`config.mk`:
```
export PLATFORM = sky130hd
export DESIGN_NAME = sparse_tree_sum_pipeline
export DESIGN_NICKNAME = d
export VERILOG_FILES = /design/src/rtl/sparse_adder_pkg.sv /design/src/rtl/carry_select_block.sv /design/src/rtl/sparse_tree_sum_pipeline.sv
export SDC_FILE = /design/constraint.sdc
export NUM_CORES = 1
export LEC_CHECK = 0
export ABC_AREA = 1
export CORE_MARGIN = 10
export CORE_UTILIZATION = 48
export DETAILED_ROUTE_END_ITERATION = 8
export GPL_ROUTABILITY_DRIVEN = 0
export GPL_TIMING_DRIVEN = 0
export PLACE_DENSITY = 0.89
export REMOVE_ABC_BUFFERS = 1
export SYNTH_ARGS = -nofsm -noshare
export SYNTH_HDL_FRONTEND = slang
export SYNTH_HIERARCHICAL = 1
export SYNTH_SLANG_ARGS = --single-unit
export TNS_END_PERCENT = 5
```
`constraint.sdc`:
```
create_clock -name clk -period 1.8 [get_ports clk]
set_input_delay 0.36 -clock clk [delete_from_list [all_inputs] [get_ports clk]]
set_output_delay 0.36 -clock clk [all_outputs]
set_load 0.005 [all_outputs]
```
`src/rtl/sparse_adder_pkg.sv`:
```
// sparse_adder_pkg: shared constants and helpers for the sparse-carry sum generator.
package sparse_adder_pkg;
    localparam int BLK_W = 4;

    function automatic int n_blocks(input int n_bit);
        return n_bit / BLK_W;
    endfunction
endpackage

```
`src/rtl/carry_select_block.sv`:
```
// carry_select_block: 4-bit carry-select sum slice, both carry-in cases precomputed.
module carry_select_block
    import sparse_adder_pkg::*;
(
    input  logic [BLK_W-1:0] a_i,
    input  logic [BLK_W-1:0] b_i,
    input  logic             cin_i,
    output logic [BLK_W-1:0] sum_o
);
    logic [BLK_W-1:0] sum0, sum1;

    assign sum0  = a_i + b_i;
    assign sum1  = a_i + b_i + BLK_W'(1);
    assign sum_o = cin_i ? sum1 : sum0;
endmodule

```
`src/rtl/sparse_tree_sum_pipeline.sv`:
```
// sparse_tree_sum_pipeline: two-stage elastic carry-select sum generator fed by
// the 4-sparse carries of a Sklansky carry tree.
module sparse_tree_sum_pipeline
    import sparse_adder_pkg::*;
#(
    parameter int N_BIT = 32
) (
    input  logic                       clk,
    input  logic                       rst_n,
    input  logic                       in_valid,
    output logic                       in_ready,
    input  logic [N_BIT-1:0]           operand_1,
    input  logic [N_BIT-1:0]           operand_2,
    input  logic                       carry_in,
    input  logic [n_blocks(N_BIT)-1:0] carries,
    output logic                       out_valid,
    input  logic                       out_ready,
    output logic [N_BIT-1:0]           sum,
    output logic                       carry_out,
    output logic                       overflow
);
    localparam int NB = n_blocks(N_BIT);

    typedef struct packed {
        logic [N_BIT-1:0] sum;
        logic             carry_out;
        logic             overflow;
    } res_t;

    logic [N_BIT-1:0] a_q, b_q, sum_w;
    logic             cin_q;
    logic [NB-1:0]    c_q;
    logic             s1_valid_q, s1_valid_d, s2_valid_q, s2_valid_d;
    logic             s1_load, s2_load;
    logic [NB:0]      cin_v;
    res_t             res_d, res_q;

    // Block j takes the sparse carry into its low bit; the last one is the adder carry out.
    assign cin_v = {c_q, cin_q};

    for (genvar j = 0; j < NB; j++) begin : g_blk
        carry_select_block u_blk (
            .a_i   (a_q[j*BLK_W +: BLK_W]),
            .b_i   (b_q[j*BLK_W +: BLK_W]),
            .cin_i (cin_v[j]),
            .sum_o (sum_w[j*BLK_W +: BLK_W])
        );
    end

    assign res_d = '{
        sum:       sum_w,
        carry_out: cin_v[NB],
        overflow:  (a_q[N_BIT-1] == b_q[N_BIT-1]) && (sum_w[N_BIT-1] != a_q[N_BIT-1])
    };

    always_comb begin
        s2_load    = s1_valid_q && (!s2_valid_q || out_ready);
        in_ready   = !s1_valid_q || s2_load;
        s1_load    = in_valid && in_ready;
        s1_valid_d = s1_load || (s1_valid_q && !s2_load);
        s2_valid_d = s2_load || (s2_valid_q && !out_ready);
    end

    always_ff @(posedge clk) begin
        if (!rst_n) begin
            a_q        <= '0;
            b_q        <= '0;
            cin_q      <= 1'b0;
            c_q        <= '0;
            res_q      <= '0;
            s1_valid_q <= 1'b0;
            s2_valid_q <= 1'b0;
        end else begin
            if (s1_load) begin
                a_q   <= operand_1;
                b_q   <= operand_2;
                cin_q <= carry_in;
                c_q   <= carries;
            end
            if (s2_load) res_q <= res_d;
            s1_valid_q <= s1_valid_d;
            s2_valid_q <= s2_valid_d;
        end
    end

    assign out_valid = s2_valid_q;
    assign sum       = res_q.sum;
    assign carry_out = res_q.carry_out;
    assign overflow  = res_q.overflow;
endmodule

```
==> key figures <==
Timing
  • Final hold violation count: 0
  • Post-Route Hold Slack: 0.477 ns
  • Highest attainable clock frequency: 0.532 GHz
  • Final WS setup: -0.0782 ns
  • Share of the cycle needed by the critical path after routing: 1.04
  • Final Max Tran Viols: 0
  • Shortest period the worst path allows: 1.88 ns
  • RSZ-0062 raised after global routing: true
  • Worst Skew: 0.00550 ns
  • Worst slew margin: 0.469
  • Pin slew with the least headroom to its limit: 0.795 ns
  • Setup violation total in the final timing report: 5

Setup path
  • Crit path launch type: flip-flop
  • Data arrival time of the worst path: 2.11 ns
  • Critical path start-end classification: flip-flop to flip-flop
  • Critical-path cell with the highest stage delay: fa_2
  • Number of buffers and inverters on the critical path: 1
  • CP cell instances: ha_4, fa_2, buf_4, ha_1, nand2_1, o21ai_0, o21ai_1, nor2_1
  • Critical path required time: 2.04 ns
  • CP peak stage delay: 0.49 ns
  • Worst path top cell family by delay: adder cells
  • Kind of end point of the critical path: flip-flop
  • Critical path fanouts, max: 2

Final layout
  • Proportion of layout cells with a drive suffix above 1: 0.0562
  • Diode insertion count for antenna repair: 0
  • Final instance count without filler cells: 1,115
  • Net total in the final layout: 1,057
  • Area taken by flip-flops and latches: 2190 sq um
  • Synth-to-Final Area Change: 26.2%
  • Layout filler cell count: 1,130
  • Design Area, Final: 7730 sq um
  • Combined area of the multi-input logic cells: 3640 sq um

Die
  • Effective utilization at floorplan: 0.487
  • Std-Cell Core Area: 12,600 sq um
  • Die Outline Area: 17,700 sq um
  • I/O pins: 113
  • Height of the die: 133 microns
  • Overall die width: 133 microns
  • Cell Rows: 41

Route
  • Pre-antenna DRT Iters: 6
  • Remaining design rule violation count: 0
  • Avg WL per Cell: 13.1 microns
  • Total vias in the final route: 5,591
  • Vias per cell: 5.01
  • ANT nets after route: 0
  • Initial DRC Count: 283
  • Total Wirelength: 14.7 mm

Power and ir drop
  • Total Power: 0.00588 W
  • Psw: 0.00164 W
  • Share of total power in the clock network: 0.297
  • Design internal power: 0.00424 W
  • Pwr dens: 760 nW/um^2
  • Sw Ratio: 0.279
  • Sequential group share of total power: 0.469
  • Share of power burned in combinational logic: 0.235
  • Highest ir drop seen on vdd: 0.515 mV
  • Total leakage power: 3.48 nW

Global route
  • Via count of the first global-routing pass: 5,037
  • Overall track demand over capacity in global routing: 0.157
  • First-pass GRT wire length: 23.3 mm
  • Pin count of the biggest net entering global routing: 86
  • GRT Residual Overflow: 0
  • Initial antenna violation count: 1

CTS
  • Maximum buffer depth of the clock tree: 2
  • CTS tree: built
  • Clock latency on the worst-skew pair: 0.34 ns
  • H-tree depth reported by CTS: 3
  • CTS sink cnt: 109
  • Clock-pin slew reported for the worst setup and hold paths after clock tree synthesis: 0.07 ns
  • Total CTS buffers: 9
  • Clock Root Buffer: clkbuf_16

Synthesis
  • Main combinational cell family by area after synthesis: simple AND/OR/NAND/NOR gates
  • Xor-xnor portion of the synthesized cell area: 0.0458
  • Compound-gate portion of the synthesized area: 0.101
  • Avg Cell Area, Syn: 7.15 sq um
  • Sequential cell area fraction in the yosys report: 0.356
  • Mapped cell area: 6130 sq um
  • Simple logic cell fraction of the synthesized area: 0.335
  • Post-synthesis mux area share: 0
  • Post-synthesis cell type count: 21
  • Arithmetic-cell share of the synthesized area counting full adders, half adders and majority gates: 0.0915
  • Yosys synthesis warning count: 6
  • Cells after synthesis: 857
  • Number of synthesized register bits: 109

Status
  • Result of the run: finished, violations left
  • Violated checks: setup timing

Placed design
  • DP Area: 7290 sq um
  • Number of cells in the design after placement: 1,094
  • Post-DP HPWL: 9.32 mm
  • Number of buffers inserted by port buffering: 112

Worst hold path
  • Classification of the worst-slack hold path: flip-flop to flip-flop

Run
  • Max-cap violation count: 0
cells in the final DEF (no fill, tap or decap), drive strengths merged:
| cell type | instances |
|---|---|
| xnor2 | 16 |
| o21ai | 41 |
| dfxtp | 109 |
| nand3 | 53 |
| nor2 | 149 |
| ha | 32 |
| bufbuf | 1 |
| nand2 | 181 |
| dlygate4sd2 | 1 |
| buf | 9 |
| a21oi | 83 |
| clkdlybuf4s50 | 109 |
| clkinv | 3 |
| inv | 47 |
| clkbuf | 11 |
| xor2 | 16 |
| fa | 8 |
| nor3 | 1 |
| nand3b | 73 |
worst reg2reg max path: stages, from the launching register on:
cell	delay (ns)
dfxtp_2	0.34
ha_4	0.17
fa_2	0.49
buf_4	0.16
ha_1	0.30
nand2_1	0.08
o21ai_0	0.08
o21ai_1	0.13
nor2_1	0.05
Yosys cell counts:
cell type	instances	area (sq um)
xor2_1	16	140
clkbuf_1	16	60.1
nand2_2	1	6.26
buf_2	27	135
a21oi_1	83	415
ha_1	32	400
nand2_1	180	676
xnor2_1	16	140
fa_1	8	160
nand3_2	1	10.0
nor2_1	149	559
inv_1	46	173
buf_1	2	7.51
nand3_1	50	250
buf_6	3	33.8
inv_2	1	3.75
dfxtp_1	109	2180
o21ai_0	41	205
buf_4	2	15.0
nand3b_1	73	548
nor3_1	1	5.00
logic make-up after synthesis:
kind of cell,count (synthesis)
adders and majority gates,40
AOI/OAI and AO/OA,124
and+or+nand+nor,455
buffers and inverters,97
xor gates and xnor gates,32
DFF,109
metrics by stage:
step / TNS [ns] / utilization / worst slack [ns]
final: -0.236 / 0.615 / -0.0782
after global routing: -1.96 / 0.615 / -0.161
after CTS: -0.210 / 0.605 / -0.0502
after detailed placement: -65.10 / 0.580 / -1.09
after global placement: -302.35 / 0.574 / -3.25
after floorplan: -56.60 / - / -0.761
area by class of cell:
type	instances	share of cell area
multi-input cells	653	0.471
flip-flops and latches	109	0.283
repair buffers	120	0.163
clock buffers	11	0.0301
well taps	172	0.0278
inverters	47	0.0235
clock inverters	3	0.00194
worst paths after layout:
kind / from / endpoint / slack (ns) / cells after the start
max: b_q[28] / sum[29] / -0.08 / 8
min: c_q[7] / c_q[7] / 0.48 / 2
max reg2reg: b_q[28] / sum[29] / -0.08 / 8
min reg2reg: c_q[7] / c_q[7] / 0.48 / 2
power by group through the flow:
| stage | Combinational, W | Sequential, W | Clock [W] |
|---|---|---|---|
| CTS | 0.00133 | 0.00275 | 0.00181 |
| global route | 0.00156 | 0.00278 | 0.00190 |
| global placement | 0.00130 | 0.00278 | 0 |
| finish | 0.00138 | 0.00275 | 0.00174 |
| detailed placement | 0.00131 | 0.00279 | 0 |
| floorplan | 0.000799 | 0.00277 | 0 |
what timing repair did:
item	CTS	global route
resized for setup	8	37
setup endpoints to repair	79	55
cloned	3	0
hold buffers	0	0
pin swaps	1	19
endpoints found under the hold margin	0	0
buffers inserted	2	3
layer usage:
layer	global-route usage	vias to the layer above	share of wire
met5	0	-	0.00096
met3	0.0549	20	0.067
li1	-	2953	-
met1	0.184	2497	0.45
met2	0.262	119	0.47
met4	0.0489	2	0.019
registers in the layout (all words and copies together) (netlist names), 8 cells and up:
register,cells
b_q,32
a_q,32
c_q,8
sum,32
No activity file was read; power rests on OpenSTA's default activity.
